[config.mk]
export PLATFORM = sky130hd
export DESIGN_NAME = inversion_sequencer
export DESIGN_NICKNAME = d
export VERILOG_FILES = /design/src/rtl/inversion_sequencer.sv
export SDC_FILE = /design/constraint.sdc
export NUM_CORES = 1
export LEC_CHECK = 0
export CORE_ASPECT_RATIO = 1.5
export CORE_UTILIZATION = 44
export DETAILED_ROUTE_END_ITERATION = 6
export PLACE_DENSITY = 0.81
export SYNTH_ARGS = -nofsm -noshare
export SYNTH_HDL_FRONTEND = slang
export SYNTH_SLANG_ARGS = --single-unit
[constraint.sdc]
create_clock -name clk -period 1.65 [get_ports clk]
set_clock_uncertainty 0.2 [all_clocks]
set_input_delay 0.33 -clock clk [delete_from_list [all_inputs] [get_ports clk]]
set_output_delay 0.33 -clock clk [all_outputs]
set_load 0.01 [all_outputs]
[src/rtl/inversion_sequencer.sv]
// inversion_sequencer
//   Job-level controller for the Cholesky-based 8x8 complex matrix inversion
//   chain. Accepts one job at a time, fires a one-cycle start to each stage in
//   turn (Cholesky -> lower-triangular inverse -> L^-H*L^-1 product), waits for
//   each stage's done pulse, and returns a tagged response. A per-stage
//   watchdog converts a hung stage into an error response.
//
// Ports
//   clk, rst              clock, synchronous active-high reset
//   abort                 synchronous abort to IDLE, no response issued
//   job_valid/job_ready   job request handshake; job_tag captured on accept
//   chol_start/chol_done  Cholesky stage start / done pulses
//   linv_start/linv_done  lower-inverse stage start / done pulses
//   prod_start/prod_done  product stage start / done pulses
//   res_valid/res_ready   response handshake; res_tag, res_err, res_stage
//   busy                  high in every state except IDLE
//   job_count             error-free responses handed off (wraps)
module inversion_sequencer #(
    parameter int unsigned TAG_W   = 4,
    parameter int unsigned TIMEOUT = 1023,
    parameter int unsigned CNT_W   = 10
) (
    input  logic             clk,
    input  logic             rst,
    input  logic             abort,
    input  logic             job_valid,
    output logic             job_ready,
    input  logic [TAG_W-1:0] job_tag,
    output logic             chol_start,
    input  logic             chol_done,
    output logic             linv_start,
    input  logic             linv_done,
    output logic             prod_start,
    input  logic             prod_done,
    output logic             res_valid,
    input  logic             res_ready,
    output logic [TAG_W-1:0] res_tag,
    output logic             res_err,
    output logic [1:0]       res_stage,
    output logic             busy,
    output logic [15:0]      job_count
);

    typedef enum logic [2:0] {
        S_IDLE,
        S_CHOL_GO,
        S_CHOL_WAIT,
        S_LINV_GO,
        S_LINV_WAIT,
        S_PROD_GO,
        S_PROD_WAIT,
        S_RESP
    } state_t;

    localparam logic [CNT_W-1:0] WCNT_LAST = CNT_W'(TIMEOUT - 1);

    state_t           state;
    state_t           state_next;
    logic [CNT_W-1:0] wcnt;
    logic [TAG_W-1:0] tag_q;
    logic             err_q;
    logic [1:0]       stage_q;
    logic [15:0]      count_q;
    logic             timeout_hit;
    logic             fail;
    logic [1:0]       fail_stage;

    assign timeout_hit = (wcnt == WCNT_LAST);

    // State register
    always_ff @(posedge clk) begin
        if (rst) begin
            state <= S_IDLE;
        end else begin
            state <= state_next;
        end
    end

    // Next-state logic; done is checked before the watchdog so a done arriving
    // on the last permitted cycle still counts as success.
    always_comb begin
        state_next = state;
        fail       = 1'b0;
        fail_stage = 2'd0;
        if (abort) begin
            state_next = S_IDLE;
        end else begin
            unique case (state)
                S_IDLE:      if (job_valid) state_next = S_CHOL_GO;
                S_CHOL_GO:   state_next = S_CHOL_WAIT;
                S_CHOL_WAIT: begin
                    if (chol_done) begin
                        state_next = S_LINV_GO;
                    end else if (timeout_hit) begin
                        state_next = S_RESP;
                        fail       = 1'b1;
                        fail_stage = 2'd0;
                    end
                end
                S_LINV_GO:   state_next = S_LINV_WAIT;
                S_LINV_WAIT: begin
                    if (linv_done) begin
                        state_next = S_PROD_GO;
                    end else if (timeout_hit) begin
                        state_next = S_RESP;
                        fail       = 1'b1;
                        fail_stage = 2'd1;
                    end
                end
                S_PROD_GO:   state_next = S_PROD_WAIT;
                S_PROD_WAIT: begin
                    if (prod_done) begin
                        state_next = S_RESP;
                    end else if (timeout_hit) begin
                        state_next = S_RESP;
                        fail       = 1'b1;
                        fail_stage = 2'd2;
                    end
                end
                S_RESP:      if (res_ready) state_next = S_IDLE;
                default:     state_next = S_IDLE;
            endcase
        end
    end

    // Outputs decode only the state register, never the inputs.
    always_comb begin
        job_ready  = (state == S_IDLE);
        busy       = (state != S_IDLE);
        chol_start = (state == S_CHOL_GO);
        linv_start = (state == S_LINV_GO);
        prod_start = (state == S_PROD_GO);
        res_valid  = (state == S_RESP);
    end

    assign res_tag   = tag_q;
    assign res_err   = err_q;
    assign res_stage = stage_q;
    assign job_count = count_q;

    // Job tag, error record, watchdog and completion counter
    always_ff @(posedge clk) begin
        if (rst) begin
            wcnt    <= '0;
            tag_q   <= '0;
            err_q   <= 1'b0;
            stage_q <= 2'd0;
            count_q <= '0;
        end else begin
            if (state == S_IDLE && state_next == S_CHOL_GO) begin
                tag_q   <= job_tag;
                err_q   <= 1'b0;
                stage_q <= 2'd0;
            end
            if (fail) begin
                err_q   <= 1'b1;
                stage_q <= fail_stage;
            end
            if (state inside {S_CHOL_GO, S_LINV_GO, S_PROD_GO}) begin
                wcnt <= '0;
            end else if (state inside {S_CHOL_WAIT, S_LINV_WAIT, S_PROD_WAIT}) begin
                wcnt <= wcnt + CNT_W'(1);
            end
            if (state == S_RESP && res_ready && !abort && !err_q) begin
                count_q <= count_q + 16'd1;
            end
        end
    end

endmodule
==> reports/metrics.yaml, run 1 <==
outcome:
  outcome: "finished with violations"
  violations: "negative setup slack"
power:
  powerDensity_nw_per_um2: 587.0
  p_leak_nw: 1.235
  vdd_drop_max_uv: 663.5
clocking:
  cts_sinks: 36
  cts_root_buf: "clkbuf_8"
  clk_latency_ns: 0.29
  cts.clk_slew.worst_paths_ns: 0.08
  cts_hold_buffers: 0
  numCtsBuffers: 5
  cts_tree: "yes"
  clk_path_buf_depth: 2
  htreeDepth: 2
global_routing:
  grt_overflow_total: 0
  grt_max_degree: 19
  grt_pass1_wl_um: 8335
  grt_usage: 0.2621
  antenna_found_initial: 0
  first_global_vias: 1895
yosys:
  synth-compound-area-share: 0.1561
  synth_top_area_cell: "dfxtp_1"
  avgSynthCellArea_um2: 8.437
  synth_top_cells_by_count: "36 x dfxtp_1, 26 x nor2_1, 14 x a21oi_1, 12 x nand3_1, 11 x o31ai_1"
  synthMuxAreaShare: 0.02825
  synthArstFlopShare: 0
  ys_warn_count: 0
  synth_area_um2: 1772
  synth_edf_count: 0
  syn_nets: 225
  synthAdderAreaFrac: 0.02119
  synthXorXnorAreaFrac: 0.05932
  synthFlopType: "dfxtp_1"
  ys_ff_latch: 36
  yosys.area.top_type_share: 0.4068
  synth_top_family_by_area: "simple AND/OR/NAND/NOR gates"
  synth.most_common_cell: "dfxtp_1"
  synth_area_leaders: "dfxtp_1 41%, nor2_1 5.5%, o31ai_1 4.7%, a21oi_1 4.0%, xor2_1 4.0%"
  yosys.area_share.simple: 0.2924
  ys_types: 37
  synth_seq_area_share: 0.4068
  synthCells: 210
sta:
  period_needed_ns: 1.855
  fin_crit_sh: 1.124
  max-slew-margin-rel: 0.7711
  setup_slack_ns: -0.2052
  slew_violations: 0
  worst_slew_pin_slew_ns: 0.3407
  rsz0062_at_grt: "yes"
  setup_viol: 19
  clock.fmax_ghz: 0.5390
  final-hold-violation-count: 0
placed_design:
  dp_slack_ns: -0.6077
  dp_hpwl_um: 3459
  gp_congestion: 0.8919
  io_buffer_count: 40
  dp_cells: 330
setup_path:
  crit_start: "state[0]"
  crit_path_max_fanout: 8
  path_cells: "and4_1 -> nand4_1 -> buf_6 -> or4_4 -> a21oi_2"
  cpPeakStageDelay_ns: 0.48
  timing.rr.end: "job_count[8]"
  cp.arrival_ns: 1.89
  cp_slowest_cell: "or4_4"
  r2r_slack_ns: -0.21
  endpoint_kind: "flip-flop"
  r2r_cells: 5
  cp.depth: 5
  path_class: "reg -> reg"
  crit_family: "simple AND/OR/NAND/NOR gates"
  crit_required_ns: 1.68
  startpoint_type: "flip-flop"
  crit_end: "job_count[8]"
  reg2reg_from: "state[0]"
  path_buf_inv: 1
floorplan:
  rows: 27
  io_pins: 41
  initial_core_util: 0.4725
  die_x_um: 53.81
  die_h_um: 79.72
  core-area_um2: 3750
  dieArea_um2: 4289
layout:
  layoutNonFillerInstCount: 347
  final_nets: 318
  antennaDiodeCount: 0
  area_growth_pct: 61.79
  drive_gt1_frac: 0.3882
detailed_routing:
  drt-vias-per-instance: 5.816
  routed_wl_um: 5461
  remaining_drc_errors: 0
  vias: 2018
  drt_iter0_drc: 67
  ant_nets: 0
  wl_per_cell_um: 15.74
  dr.pass1.iters: 4
worst_hold_path:
  hp-class: "reg -> reg"
flow_run:
  maxCapViolCount: 0
## power breakdown
part	switching [mW]	internal, mW	leakage (nW)	total (mW)
clock network	0.326	0.339	0.0445	0.665
logic	0.0653	0.0767	0.893	0.142
registers	0.00498	0.870	0.297	0.875
## logic make-up after synthesis
family	Yosys count
and+or+nand+nor	96
AOI/OAI and AO/OA	42
DFF	36
buffers and inverters	16
xor gates and xnor gates	12
muxes	5
adders and majority gates	3
## cells in the final DEF (no fill, tap or decap), types with 9 or more instances in the layout
| cell | n |
|---|---|
| clkdlybuf4s50_1 | 9 |
| nand4_1 | 10 |
| buf_4 | 49 |
| dfxtp_1 | 24 |
| dfxtp_2 | 9 |
| nand3_1 | 11 |
| dlygate4sd2_1 | 25 |
| buf_6 | 13 |
| nor2_1 | 22 |
| a21oi_1 | 11 |
## registers in the layout, indices dropped and copies added (netlist names)
name / count
state: 3
job_count: 16
res_stage: 2
res_tag: 4
res_err: 1
wcnt: 10
## worst min path at each step
stage,startpoint,end,slack [ns],depth (start not counted)
6_report,wcnt[9],wcnt[9],0.29,2
5_1_grt,wcnt[9],wcnt[9],0.33,2
4_1_cts,wcnt[9],wcnt[9],0.30,2
3_5_place_dp,wcnt[9],wcnt[9],0.29,2
2_1_floorplan,linv_done,res_stage[0],0.23,1
3_3_place_gp,job_count[15],job_count[15],0.27,2
## tightest hold or removal path, delay by kind of cell, from the launching register on
family             cells  cell delay (ns)
AOI/OAI and AO/OA      2             0.13
DFF                    1             0.32
## final cells by class
type | count | area (um^2)
inverter | 4 | 15.01
timing repair buffer | 98 | 833.3
clock inverter | 1 | 7.507
sequential | 36 | 743.2
clock buffer | 7 | 86.33
fill | 254 | 883.3
multi-input combinational | 158 | 1127
tap | 43 | 53.80
## through the flow
step                      utilization  setup TNS, ns  hold slack [ns]  power (mW)  area [um^2]
after floorplan                     -        -0.1005           0.2286      0.9497         1793
after CTS                      0.7374         -1.288           0.3005       1.679         2765
final                          0.7644         -1.812           0.2936       1.683         2867
after global placement         0.6840         -9.856           0.2729       1.029         2565
after global routing           0.7644         -3.235           0.3300       1.738         2867
after detailed placement       0.6840         -10.66           0.2908       1.030         2565
## metal layers
metal / track usage / routed length (um) / vias up
li1: - / - / 960
met1: 0.2877 / 2254 / 975
met2: 0.4617 / 2867 / 68
met3: 0.04762 / 204 / 15
met4: 0.1211 / 134 / 0
met5: 0 / 0 / -
## repair_timing
action	CTS	global route
pin swaps	19	9
cloned	1	0
setup endpoints to repair	47	28
buffers inserted	6	4
gates resized for setup	81	25
(Power assumes the default switching activity.)
==> inputs of run 2 (changes only) <==
- TNS_END_PERCENT: default -> 5
==> reports/metrics.yaml, run 2 (synthesis gave the netlist of run 1 again) <==
outcome:
  outcome: "finished with violations"
  violations: "negative setup slack"
floorplan:
  rows: 27  # unchanged
  dieArea_um2: 4289  # unchanged
  core-area_um2: 3750  # unchanged
  die_h_um: 79.72  # unchanged
  initial_core_util: 0.4725  # unchanged
  die_x_um: 53.81  # unchanged
  io_pins: 41  # unchanged
layout:
  drive_gt1_frac: 0.3074  # -0.08073
  multiInputGateArea_um2: 1060  # -6.0%
  postLayoutCoreUtil: 0.7211  # -0.04338
  fill_cells: 302  # +19%
  area_growth_pct: 52.61
  stdcell_area_um2: 2704  # -5.7%
  final_nets: 310  # -2.5%
  seq_area_um2: 738.2  # -0.67%
  largest_reg_flops: 16  # unchanged
  mostFrequentLayoutCells: "45 x buf_4, 26 x dfxtp_1, 24 x nor2_1"
  antennaDiodeCount: 0  # unchanged
  final_common_cell: "buf_4"
  layoutNonFillerInstCount: 339  # -2.3%
sta:
  whs_ns: 0.2881  # -0.005446 ns
  final-hold-violation-count: 0  # unchanged
  setup_slack_ns: -0.2115  # -0.006354 ns
  max-slew-margin-rel: 0.7662  # -0.004918
  rsz0062_at_grt: "yes"
  fin_crit_sh: 1.128  # +0.003851
  timing.setup.tns_ns: -2.132  # -0.3200 ns
  clock.fmax_ghz: 0.5372  # -0.34%
  period_needed_ns: 1.862  # +0.006354 ns
  slew_violations: 0  # unchanged
  worst_slew_pin_slew_ns: 0.3480  # +0.007321 ns
  setup_viol: 24  # +5
placed_design:
  dp_hpwl_um: 3410  # -1.4%
  io_buffer_count: 40  # unchanged
  placed_cell_area_um2: 2532  # -1.3%
  gp_congestion: 0.8969  # +0.56%
  dp_cells: 325  # -1.5%
power:
  clkPwrFrac: 0.398  # +0.003
  pwr-share-seq: 0.522  # +0.002
  p_int_mw: 1.281  # -0.43%
  p_sw_mw: 0.3935  # -0.61%
  swShare: 0.2350  # -0.0003377
  p_comb_frac: 0.080  # -0.004
  powerDensity_nw_per_um2: 619.4  # +5.5%
  p_leak_nw: 1.212  # -1.8%
  vdd_drop_max_uv: 661.4  # -0.31%
worst_hold_path:
  hp-class: "reg -> reg"
clocking:
  cts_tree: "yes"
  cts.clk_slew.worst_paths_ns: 0.08  # about the same
  clk_path_buf_depth: 2  # unchanged
  cts_sinks: 36  # unchanged
  htreeDepth: 2  # unchanged
  clk_latency_ns: 0.29  # about the same
  cts_hold_buffers: 0  # unchanged
  numCtsBuffers: 5  # unchanged
  cts_root_buf: "clkbuf_8"
detailed_routing:
  ant_nets: 0  # unchanged
  dr_wl_met2_um: 2695  # -6.0%
  dr_wl_met3_um: 212  # +3.9%
  dr.pass1.iters: 4  # unchanged
  wl_per_cell_um: 14.88  # -5.4%
  drt_iter0_drc: 45  # -33%
  wl_met1_um: 2050  # -9.1%
  drt-vias-per-instance: 5.767  # -0.84%
  vias: 1955  # -3.1%
  top_layer_used: "met4"
  routed_wl_um: 5045  # -7.6%
  remaining_drc_errors: 0  # unchanged
global_routing:
  antenna_found_initial: 0  # unchanged
  grt_usage: 0.2466  # -0.01556
  grt_max_degree: 20  # +1
  grt_overflow_total: 0  # unchanged
  first_global_vias: 1791  # -5.5%
  grt_pass1_wl_um: 7852  # -5.8%
setup_path:
  crit_required_ns: 1.67  # about the same
  startpoint_type: "flip-flop"
  cp.arrival_ns: 1.88  # about the same
  crit_path_max_fanout: 5  # -3
  path_class: "reg -> reg"
  endpoint_kind: "flip-flop"
flow_run:
  maxCapViolCount: 0  # unchanged
[run 2: path summary, 6_finish.rpt]
kind	depth (start not counted)	slack (ns)	endpoint	startpoint
hold / removal	2	0.29	job_count[13]	job_count[13]
setup reg to reg	5	-0.21	job_count[8]	state[2]
hold reg to reg	2	0.29	job_count[13]	job_count[13]
setup / recovery	5	-0.21	job_count[8]	state[2]
[run 2: layout make-up]
class	count	area share
multi-input combinational	158	0.3919
timing repair buffer	90	0.2749
sequential	36	0.2730
clock buffer	7	0.03193
tap	43	0.01990
inverter	4	0.005553
clock inverter	1	0.002776
[run 2: timing repair]
action / in CTS / in global routing
gates cloned: 2 / 0
buffers inserted: 3 / 1
gates resized for setup: 67 / 8
pin swaps: 17 / 1
setup endpoints to repair: 57 / 36
[run 2: critical path, cell delays in order, from the launching register on]
cell and delay, ns:
dfxtp_4 0.37, and4_1 0.22, nand4_1 0.17, buf_6 0.18
or4_1 0.49, a21oi_1 0.17
[run 2: power by group through the flow]
stage / clock network [mW] / registers, mW / logic (mW)
5_1_grt: 0.720 / 0.875 / 0.143
3_3_place_gp: 0 / 0.898 / 0.132
6_report: 0.666 / 0.875 / 0.134
3_5_place_dp: 0 / 0.899 / 0.133
4_1_cts: 0.668 / 0.877 / 0.129
2_1_floorplan: 0 / 0.900 / 0.0492
[run 2: metal layers]
layer	track usage	vias to the layer above
met1	0.2773	950
met5	0	-
met3	0.05905	10
li1	-	939
met4	0.09211	0
met2	0.4284	56
[run 2: metrics by stage]
| step | worst slack (ns) | total power [mW] |
|---|---|---|
| after floorplan | -0.03779 | 0.9492 |
| after global routing | -0.2314 | 1.738 |
| final | -0.2115 | 1.675 |
| after CTS | -0.1611 | 1.674 |
| after detailed placement | -0.5980 | 1.032 |
| after global placement | -0.5819 | 1.031 |
